[src/rtl/ic_bus_bram_bridge_q.sv]
// ic_bus_bram_bridge_q
// Bridges a req/gnt + recv/ack memory bus onto a single-cycle-latency BRAM port.
// Requests are forwarded to the BRAM combinationally on acceptance. Responses are
// queued in order in a small FIFO.
//
// Handshakes:
//   request  : transfer on mem_req && mem_gnt.
//              The master holds mem_* stable until it sees the grant.
//   response : transfer on mem_recv && mem_ack.
//              The head (mem_rdata/mem_error) stays stable while mem_ack is low.
//
// Ports:
//   g_clk, g_resetn        clock, asynchronous active-low reset
//   enable                 bridge enable; while low every request returns an error
//   mem_req/gnt/wen/strb/wdata/addr   request channel
//   mem_recv/ack/error/rdata          response channel
//   bram_cen/addr/wdata/wstrb         BRAM command (combinational from request)
//   bram_stall, bram_rdata            BRAM stall and read data (1-cycle latency)
//
// Optional feature: define IC_BUS_BRAM_BRIDGE_BYPASS_EN to present the in-flight
// response directly when the FIFO is empty. This gives 1-cycle response latency
// instead of 2.
module ic_bus_bram_bridge_q #(
    parameter int             AW        = 32,
    parameter int             DW        = 32,
    parameter int             RSP_DEPTH = 2,
    parameter logic [AW-1:0]  WIN_BASE  = '0,
    parameter logic [AW-1:0]  WIN_MASK  = {AW{1'b1}} << 16
) (
    input  logic              g_clk,
    input  logic              g_resetn,
    input  logic              enable,
    input  logic              mem_req,
    output logic              mem_gnt,
    input  logic              mem_wen,
    input  logic [DW/8-1:0]   mem_strb,
    input  logic [DW-1:0]     mem_wdata,
    input  logic [AW-1:0]     mem_addr,
    output logic              mem_recv,
    input  logic              mem_ack,
    output logic              mem_error,
    output logic [DW-1:0]     mem_rdata,
    output logic              bram_cen,
    output logic [AW-1:0]     bram_addr,
    output logic [DW-1:0]     bram_wdata,
    output logic [DW/8-1:0]   bram_wstrb,
    input  logic              bram_stall,
    input  logic [DW-1:0]     bram_rdata
);

    localparam int PW = $clog2(RSP_DEPTH);
    localparam int CW = PW + 1;
    localparam logic [CW-1:0] DEPTH_C = CW'(RSP_DEPTH);

    logic [CW-1:0] count_q, count_d;
    logic [PW-1:0] wr_ptr_q, wr_ptr_d;
    logic [PW-1:0] rd_ptr_q, rd_ptr_d;
    logic          infl_valid_q, infl_valid_d;
    logic          infl_err_q, infl_err_d;
    logic          infl_wen_q, infl_wen_d;
    logic [DW-1:0] fifo_data_q [RSP_DEPTH];
    logic [DW-1:0] fifo_data_d [RSP_DEPTH];
    logic          fifo_err_q  [RSP_DEPTH];
    logic          fifo_err_d  [RSP_DEPTH];

    logic          in_window;
    logic [CW-1:0] outstanding;
    logic          accept;
    logic          fifo_empty;
    logic [DW-1:0] rsp_data;
    logic          bypass_vld;
    logic          bypass_take;
    logic          push;
    logic          pop;

    always_comb begin
        in_window   = (mem_addr & WIN_MASK) == WIN_BASE;
        // The in-flight slot counts as a credit, so a response always has room in the
        // FIFO. A pop in the same cycle deliberately does not free a credit. This keeps
        // mem_gnt independent of mem_ack.
        outstanding = count_q + CW'(infl_valid_q);
        mem_gnt     = !bram_stall && (outstanding < DEPTH_C);
        accept      = mem_req && mem_gnt;
        bram_cen    = accept && enable && in_window && g_resetn;
        bram_addr   = mem_addr;
        bram_wdata  = mem_wdata;
        bram_wstrb  = mem_wen ? mem_strb : '0;

        // Errors and writes return zero data rather than whatever the BRAM drives.
        rsp_data    = (infl_err_q || infl_wen_q) ? '0 : bram_rdata;
        fifo_empty  = (count_q == '0);
`ifdef IC_BUS_BRAM_BRIDGE_BYPASS_EN
        bypass_vld  = fifo_empty && infl_valid_q;
`else
        bypass_vld  = 1'b0;
`endif
        bypass_take = bypass_vld && mem_ack;
        push        = infl_valid_q && !bypass_take;
        pop         = !fifo_empty && mem_ack;

        mem_recv    = !fifo_empty || bypass_vld;
        mem_rdata   = '0;
        mem_error   = 1'b0;
        if (!fifo_empty) begin
            mem_rdata = fifo_data_q[rd_ptr_q];
            mem_error = fifo_err_q[rd_ptr_q];
        end else if (bypass_vld) begin
            mem_rdata = rsp_data;
            mem_error = infl_err_q;
        end

        infl_valid_d = accept;
        infl_err_d   = !enable || !in_window;
        infl_wen_d   = mem_wen;

        fifo_data_d = fifo_data_q;
        fifo_err_d  = fifo_err_q;
        wr_ptr_d    = wr_ptr_q;
        rd_ptr_d    = rd_ptr_q;
        if (push) begin
            fifo_data_d[wr_ptr_q] = rsp_data;
            fifo_err_d[wr_ptr_q]  = infl_err_q;
            wr_ptr_d              = wr_ptr_q + 1'b1;
        end
        if (pop) begin
            rd_ptr_d = rd_ptr_q + 1'b1;
        end
        count_d = count_q + CW'(push) - CW'(pop);
    end

    always_ff @(posedge g_clk or negedge g_resetn) begin
        if (!g_resetn) begin
            count_q      <= '0;
            wr_ptr_q     <= '0;
            rd_ptr_q     <= '0;
            infl_valid_q <= 1'b0;
            infl_err_q   <= 1'b0;
            infl_wen_q   <= 1'b0;
            for (int i = 0; i < RSP_DEPTH; i++) begin
                fifo_data_q[i] <= '0;
                fifo_err_q[i]  <= 1'b0;
            end
        end else begin
            count_q      <= count_d;
            wr_ptr_q     <= wr_ptr_d;
            rd_ptr_q     <= rd_ptr_d;
            infl_valid_q <= infl_valid_d;
            infl_err_q   <= infl_err_d;
            infl_wen_q   <= infl_wen_d;
            fifo_data_q  <= fifo_data_d;
            fifo_err_q   <= fifo_err_d;
        end
    end

endmodule
[config.mk]
export PLATFORM = sky130hd
export DESIGN_NAME = ic_bus_bram_bridge_q
export DESIGN_NICKNAME = d
export VERILOG_FILES = /design/src/rtl/ic_bus_bram_bridge_q.sv
export SDC_FILE = /design/constraint.sdc
export NUM_CORES = 1
export LEC_CHECK = 0
export CAP_MARGIN = 20
export CORE_ASPECT_RATIO = 1.5
export CORE_MARGIN = 1
export CORE_UTILIZATION = 36
export CTS_BUF_LIST = sky130_fd_sc_hd__clkbuf_8 sky130_fd_sc_hd__clkbuf_16
export CTS_CLUSTER_SIZE = 24
export DETAILED_ROUTE_END_ITERATION = 10
export PLACE_DENSITY_LB_ADDON = 0.2
export SLEW_MARGIN = 10
export SYNTH_ARGS = -nofsm -noshare
export SYNTH_HDL_FRONTEND = slang
export SYNTH_SLANG_ARGS = --single-unit
[constraint.sdc]
create_clock -name g_clk -period 1.15 [get_ports g_clk]
set_input_delay 0.23 -clock g_clk [delete_from_list [all_inputs] [get_ports g_clk]]
set_output_delay 0.23 -clock g_clk [all_outputs]
set_load 0.01 [all_outputs]
After elaboration in Yosys (flattened, before gate mapping)
Cells that the tools add are included.
{"block": "classes", "n_lt_le_gt_ge": 4, "n_bitwise": 2, "n_reduce_logical": 15, "addsub": 4, "muxes": 16}
{"op": "$mux W32", "count": 6}
{"op": "$bwmux W64", "count": 1}
{"op": "$demux W32 S1", "count": 1}
{"op": "$logic_not A32 Y1", "count": 1}
{"op": "$logic_and A1 B1 Y1", "count": 7}
{"op": "$mux W1", "count": 5}
{"op": "$ge A2 B2 Y1 const B", "count": 2}
{"op": "$logic_not A1 Y1", "count": 4}
{"op": "$mux W4", "count": 1}
{"op": "$not A1 Y2", "count": 2}
{"op": "$add A1 B1 Y1 const B", "count": 2}
{"op": "$add A2 B1 Y2", "count": 1}
{"op": "$bwmux W2", "count": 1}
{"op": "$logic_not A2 Y1", "count": 1}
{"op": "$logic_or A1 B1 Y1", "count": 2}
{"op": "$lt A2 B1 Y1 const B", "count": 1}
{"op": "$lt A2 B2 Y1 const B", "count": 1}
{"op": "$sub A2 B1 Y2", "count": 1}
{"op": "$demux W1 S1", "count": 1}
{"block": "totals", "output_inout_bits": 104, "regBits": 73, "elab_cells": 51, "in_bits": 107}

Logic depth before layout (Yosys ltp)
Gate-level depths: netlist of run 1.
{"block": "depth", "depth_word": 7, "mapped_depth": 5, "ltp_nobuf": 5}

Least setup slack after synthesis of run 1
OpenSTA, ideal clock, no wires.
{"block": "synth_path", "kind": "register -> output", "startpoint": "reg count_q[0]", "endpoint": "out bram_cen", "arrival_time_ns": 1.175, "t_required_ns": 0.920, "path_slack_ns": -0.255, "path_buffers": 0, "stages_incl_launch_ff": 5, "path_cell_list": "dfrtp_1 > ha_1 > xnor2_2 > nand4b_1 > nor3_1"}
{"block": "synth_via", "elab_chain_cells": 7}
{"item": "start, declared", "line_no": "55", "source": "logic [CW-1:0] count_q, count_d;"}
{"item": "start signal, assigned", "line_no": "144", "source": "count_q <= count_d;"}
{"item": "$add A2 B1 Y2", "line_no": "81", "source": "outstanding = count_q + CW'(infl_valid_q);"}
{"item": "$lt A2 B2 Y1", "line_no": "82", "source": "mem_gnt = !bram_stall && (outstanding < DEPTH_C);"}
{"item": "$logic_and A1 B1 Y1", "line_no": "82"}
{"item": "$logic_and A1 B1 Y1", "line_no": "83", "source": "accept = mem_req && mem_gnt;"}
{"item": "$logic_and A1 B1 Y1 (3 in a row)", "line_no": "84", "source": "bram_cen = accept && enable && in_window && g_resetn;"}
{"item": "end, declared", "line_no": "43", "source": "output logic bram_cen,"}
Every way passes these cells.

Worst setup path in the final report of run 1
{"block": "layout_path", "startpoint": "reg rd_ptr_q", "endpoint": "out mem_rdata[13]"}
{"block": "layout_via", "elab_chain_cells": 5}
{"item": "start, declared", "line_no": "57", "source": "logic [PW-1:0] rd_ptr_q, rd_ptr_d;"}
{"item": "start signal, assigned", "line_no": "146", "source": "rd_ptr_q <= rd_ptr_d;"}
{"item": "$not A1 Y2 (implied by the code)", "line_no": "105", "source": "mem_rdata = fifo_data_q[rd_ptr_q];"}
{"item": "$mux W32 (implied by the code) (3 in a row)", "line_no": "105"}
{"item": "$mux W32", "line_no": "104", "source": "if (!fifo_empty) begin"}
{"item": "end, declared", "line_no": "42", "source": "output logic [DW-1:0] mem_rdata,"}
Every way passes these cells. The select of a mux whose other input is x is not followed.

==> impl_metrics.json, run 1 <==
{
  "finalSetupTns_ns": -32.42,
  "clockBufferDepth": 2,
  "initial_core_util_pct": 37.1,
  "ios": 211,
  "cp_top_family": "flip-flops",
  "dieArea_mm2": 0.0114,
  "via_count": 3171,
  "clk_latency_ns": 0.33,
  "fmax_ghz": 0.566,
  "nets": 616,
  "yosys_warnings": 0,
  "crit_fanout": 11,
  "cts_tree": "done",
  "worst_setup_path_start_kind": "flop",
  "hold_violations": 0,
  "ys_seq_area_share_pct": 46.3,
  "antenna_found_initial": 0,
  "htree_levels": 3,
  "fp.dieH_um": 130,
  "r2r_start": "count_q[0]",
  "routed_wl_um": 11500,
  "worstSetupPathType": "flop to output pin",
  "synth_cells": 419,
  "num_antenna_cells": 0,
  "ys_seq_elements": 73,
  "setup_viol": 106,
  "rr_endpoint": "count_q[0]",
  "die_w_um": 87.5,
  "cpMaxStageDelayCell": "dfrtp_2",
  "worst_slew_pin_slew_ns": 0.919,
  "drive_above_1_share_pct": 47.1,
  "p_leak_nw": 2.66,
  "power.density_cell_area_mw_per_mm2": 2460,
  "finalMaxSlewViolations": 0,
  "min_path_type": "input port to asynchronous set/reset pin",
  "max_cap_violations": 0,
  "dr.pass1.iters": 4,
  "grt_usage_pct": 18.8,
  "ys_types": 28,
  "numCtsBuffers": 9,
  "gp_congestion": 0.814,
  "cts_sinks": 73,
  "dpl.hpwl_um": 7200,
  "rsz0062_at_grt": "yes",
  "power.total_mw": 15.6,
  "rows": 46,
  "root_buffer": "clkbuf_16",
  "path_clk_slew_ns": 0.06,
  "rr_worst_depth": 9,
  "min_period_ns": 1.77,
  "route.detailed.drc": 0,
  "grt_start_max_net_pins": 74,
  "syn-num-nets": 528,
  "grt_pass1_vias": 3077,
  "worst_slack_ns": -0.615,
  "grt_pass1_wl_um": 15800,
  "cp_data_arrival_time_ns": 1.54,
  "avgSynthCellArea_um2": 9.42,
  "syn_area_mm2": 0.00395,
  "grt_overflow": 0,
  "setup.worst_path.end_class": "output pin",
  "viasPerCell": 4.83,
  "fin_skew_ns": 0.00592,
  "cpPeakStageDelay_ns": 0.51,
  "worst_ep_required_time_ns": 0.92,
  "drtIter0Drc": 89,
  "maxSlewHeadroom_pct": 38.8,
  "violations": "setup timing",
  "fp.coreArea_mm2": 0.0106,
  "status": "finished with violations",
  "ant_nets": 0,
  "syn2layout_area_growth_pct": 60.1,
  "numPortBuffers": 114,
  "cp_num_buf_inv": 2,
  "fin_crit_sh_pct": 154,
  "peakVddDrop_mv": 1.11,
  "cp_cell_sequence": "buf_16 > mux2i_2 > nor2_4 > buf_6",
  "ff2ff_setup_slack_ns": -0.55,
  "fin_hold_ws_ns": 0.164,
  "avgRoutedWirePerCell_um": 17.6
}
==> synth_stat cells <==
library cell	instances	share of area [%]
and2_1	4	0.63
and2_4	2	0.44
buf_2	4	0.51
buf_4	68	13
buf_6	14	4.0
clkbuf_1	2	0.19
dfrtp_1	73	46
ha_1	2	0.63
inv_1	2	0.19
inv_2	1	0.095
mux2_4	2	0.76
mux2i_1	33	8.4
nand2_1	97	9.2
nand2b_1	1	0.16
nand3_1	2	0.25
nand4b_1	1	0.22
nor2_1	35	3.3
nor2_4	2	0.57
nor2b_4	1	0.35
nor3_1	1	0.13
nor4_1	3	0.48
o21ai_0	28	3.5
o21ai_1	26	3.3
o21ai_2	10	2.2
or2_1	1	0.16
xnor2_1	1	0.22
xnor2_2	1	0.41
xor2_1	2	0.44
==> worst max path at each step <==
stage                       startpoint            end  cells after the start
after floorplan             count_q[0]       bram_cen                      4
after global placement    mem_addr[23]       bram_cen                      5
after detailed placement  mem_addr[23]       bram_cen                      5
after CTS                   count_q[0]        mem_gnt                      4
after global routing        count_q[0]       bram_cen                      5
final                         rd_ptr_q  mem_rdata[13]                      4
==> layout make-up <==
type | instances | area (µm²)
clock inverters | 4 | 20.0
inverters | 3 | 16.3
well taps | 144 | 180
clock buffers | 12 | 267
multi-input cells | 256 | 2100
fillers | 880 | 4330
repair buffers | 164 | 1910
flip-flops and latches | 73 | 1830
==> where the power goes <==
| part | leakage, nW | total, mW | switching [mW] | internal (mW) |
|---|---|---|---|---|
| Clock | 0.147 | 2.61 | 0.997 | 1.62 |
| Sequential | 0.964 | 4.47 | 0.911 | 3.56 |
| Combinational | 1.55 | 8.48 | 3.72 | 4.75 |
| Total | 2.66 | 15.6 | 5.63 | 9.93 |
==> repair_timing <==
item / CTS / global route
buffers inserted: 4 / 7
cloned: 3 / 10
pin swaps: 6 / 45
setup endpoints to repair: 100 / 59
gates resized for setup: 244 / 235
hold buffers: 0 / 0
==> state kept, by name, indices dropped and copies added (netlist names) <==
register / flops
count_q: 2
infl_wen_q: 1
infl_err_q: 1
wr_ptr_q: 1
fifo_data_q: 64
rd_ptr_q: 1
fifo_err_q: 2
infl_valid_q: 1
==> layout by cell type (no fill, tap or decap), drive strengths merged <==
master	instances
mux2	2
dlygate4sd2	11
clkbuf	20
nor2	37
xor2	2
nand3	2
xnor2	2
clkinv	1
clkdlybuf4s50	39
mux2i	33
o21ai	64
buf	97
nor3	1
nand4b	1
or2	1
nor2b	1
clkinvlp	1
inv	5
nand2	97
dlymetal6s2s	7
dfrtp	73
nand2b	2
and2	6
nor4	3
clkdlybuf4s15	2
ha	2
==> through the flow <==
stage	setup slack (ns)	std cells	util, %	cell area (µm²)
after detailed placement	-1.00	617	46.2	4920
after global placement	-0.964	617	46.2	4920
after floorplan	-0.150	419	-	3980
after global routing	-0.701	656	59.4	6320
final	-0.615	656	59.4	6320
after CTS	-0.655	640	48.8	5200
==> kinds of logic after synthesis <==
logic type / count (synthesis) / share of synthesized area [%]
muxes: 35 / 9.13
adders and majority gates: 2 / 0.634
AOI/OAI and AO/OA: 64 / 9.06
DFF: 73 / 46.3
xor gates and xnor gates: 4 / 1.08
buffers and inverters: 91 / 17.9
and+or+nand+nor: 150 / 15.9
==> per-layer routing <==
metal  part of all wire, %  vias up  global-route usage, %
li1                      -     1493                      -
met1                    34     1527                   19.6
met2                    56      116                   34.4
met3                   5.7       35                   5.00
met4                   3.5        0                   9.06
met5                     0        -                      0
Power figures use the tool's default switching activity.
==> inputs of run 2 (changes only) <==
--- a/config.mk
+++ b/config.mk
@@ -8,9 +8,9 @@
 export CAP_MARGIN = 20
 export CORE_ASPECT_RATIO = 1.5
 export CORE_MARGIN = 1
-export CORE_UTILIZATION = 36
-export CTS_BUF_LIST = sky130_fd_sc_hd__clkbuf_8 sky130_fd_sc_hd__clkbuf_16
-export CTS_CLUSTER_SIZE = 24
+export CORE_UTILIZATION = 37
+export CTS_BUF_LIST = sky130_fd_sc_hd__clkbuf_4 sky130_fd_sc_hd__clkbuf_8
+export CTS_CLUSTER_DIAMETER = 40
 export DETAILED_ROUTE_END_ITERATION = 10
 export PLACE_DENSITY_LB_ADDON = 0.2
 export SLEW_MARGIN = 10
==> impl_metrics.json, run 2 (same netlist as run 1, synthesis figures left out) <==
{
  "grt_pass1_vias": 3130,
  "max_cap_violations": 0,
  "fmax_ghz": 0.560,
  "path_clk_slew_ns": 0.08,
  "clockBufferDepth": 2,
  "gp_congestion": 0.737,
  "largest_register": "fifo_data_q",
  "drtIter0Drc": 129,
  "met1_usage_pct": 20.6,
  "worstSetupPathType": "flop to output pin",
  "grt-busiest-layer": "met2",
  "largestRegisters": "fifo_data_q x64, count_q x2, fifo_err_q x2",
  "antenna_found_initial": 0,
  "multi_input_area_mm2": 0.00164,
  "fp.coreArea_mm2": 0.0102,
  "grt_usage_pct": 18.6,
  "clk_latency_ns": 0.35,
  "finalSetupTns_ns": -22.25,
  "root_buffer": "clkbuf_8",
  "final_common_cell": "nand2_1",
  "power.total_mw": 12.1,
  "met2_usage_pct": 32.6,
  "cts_tree": "done",
  "cts_sinks": 73,
  "grtUsageMet3_pct": 4.43,
  "rows": 45,
  "num_antenna_cells": 0,
  "worst_slack_ns": -0.635,
  "htree_levels": 3,
  "power.density_cell_area_mw_per_mm2": 2160,
  "min_path_type": "input port to asynchronous set/reset pin",
  "worst_slew_pin_slew_ns": 0.931,
  "avgRoutedWirePerCell_um": 16.3,
  "dieArea_mm2": 0.0111,
  "regArea_mm2": 0.00183,
  "via_count": 3105,
  "largest_register_ff_count": 64,
  "ant_nets": 0,
  "fin_crit_sh_pct": 155,
  "cpPeakStageDelay_ns": 0.39,
  "design_area_mm2": 0.00562,
  "dpl.hpwl_um": 6580,
  "route.detailed.drc": 0,
  "initial_core_util_pct": 38.5,
  "dr.pass1.iters": 4,
  "ios": 211,
  "min_period_ns": 1.78,
  "maxSlewHeadroom_pct": 37.9,
  "grt_pass1_wl_um": 15500,
  "fin_hold_ws_ns": 0.122,
  "status": "finished with violations",
  "nets": 623,
  "routed_wl_um": 10700,
  "cp_cell_sequence": "buf_4 > nor2_4 > buf_6 > nor2_1 > dlygate4sd2_1",
  "peakVddDrop_mv": 0.794,
  "hold_violations": 0,
  "rsz0062_at_grt": "yes",
  "place_inst": 613,
  "cp_num_buf_inv": 3,
  "drive_above_1_share_pct": 35.3,
  "fill_cells": 980,
  "worst_ep_required_time_ns": 0.92,
  "numPortBuffers": 114,
  "crit_fanout": 14,
  "fp.dieH_um": 129,
  "finalMaxSlewViolations": 0,
  "grt_overflow": 0,
  "cpMaxStageDelayCell": "dfrtp_1",
  "cp_top_family": "buffers and inverters",
  "setup.worst_path.end_class": "output pin",
  "numCtsBuffers": 9,
  "pre_cts_ws_ns": -1.01,
  "final_util_pct": 54.8,
  "viasPerCell": 4.70,
  "fin_skew_ns": 0.00856,
  "die_w_um": 86.4,
  "violations": "setup timing",
  "syn2layout_area_growth_pct": 42.3,
  "place_area_mm2": 0.00491,
  "cts_hold_buf": 0,
  "cp_data_arrival_time_ns": 1.55,
  "setup_viol": 45,
  "grt_start_max_net_pins": 74,
  "p_leak_nw": 2.67,
  "final_cells": 660,
  "most-common-layout-cells": "nand2_1, dfrtp_1, clkdlybuf4s50_1",
  "worst_setup_path_start_kind": "flop"
}
[run 2: cell count changes in the layout (fill, tap and decap cells not counted), sizes merged, moves of 2 or more]
cell,previous run,this run
clkinv,1,3
clkdlybuf4s15,2,9
clkdlybuf4s50,39,43
inv,5,3
buf,97,91
dlymetal6s2s,7,4
dlygate4sd2,11,16
[run 2: routing by layer]
metal	up-vias	routed length [µm]	share of wire (%)
met4	0	276	2.6
met1	1463	4200	39
met5	-	0	0
met3	33	581	5.4
li1	1494	-	-
met2	115	5670	53
[run 2: final timing paths]
| path | from | to | slack (ns) | cells after the start |
|---|---|---|---|---|
| min reg2reg | fifo_data_q[55] | fifo_data_q[55] | 0.48 | 2 |
| min | g_resetn | fifo_data_q[40] | 0.12 | 2 |
| min in group g_clk | mem_addr[16] | infl_err_q | 0.28 | 4 |
| max reg2reg | count_q[0] | count_q[1] | -0.42 | 8 |
| max in group asynchronous | g_resetn | rd_ptr_q | 0.39 | 2 |
| max | count_q[0] | mem_rdata[29] | -0.63 | 5 |
[run 2: cell type report]
| cell class | instances | area share (%) |
|---|---|---|
| clock buffer | 11 | 2.69 |
| clock inverter | 5 | 0.534 |
| inverter | 3 | 0.200 |
| multi-input combinational | 255 | 29.1 |
| sequential | 73 | 32.6 |
| tap | 141 | 3.14 |
| timing repair buffer | 172 | 31.8 |
[run 2: where the power goes]
part           switching, mW  internal [mW]  leakage [nW]  total [mW]
clock                  0.972          0.889        0.0911        1.86
combinational           2.76           3.37          1.62        6.13
sequential             0.587           3.55         0.963        4.13
[run 2: what timing repair did]
action / CTS / global route
pin swaps: 5 / 19
endpoints found under the hold margin: 0 / 0
gates cloned: 4 / 9
buffers inserted: 10 / 10
resized for setup: 220 / 83
endpoints found under the setup margin: 76 / 81
==> inputs of run 3 (changes only) <==
--- a/config.mk
+++ b/config.mk
@@ -13,7 +13,7 @@
 export CTS_CLUSTER_DIAMETER = 40
 export DETAILED_ROUTE_END_ITERATION = 10
 export PLACE_DENSITY_LB_ADDON = 0.2
-export SLEW_MARGIN = 10
+export SLEW_MARGIN = 20
 export SYNTH_ARGS = -nofsm -noshare
 export SYNTH_HDL_FRONTEND = slang
 export SYNTH_SLANG_ARGS = --single-unit
==> results of run 3 <==
The final DEF is identical to that of run 2; final timing and power are the same.
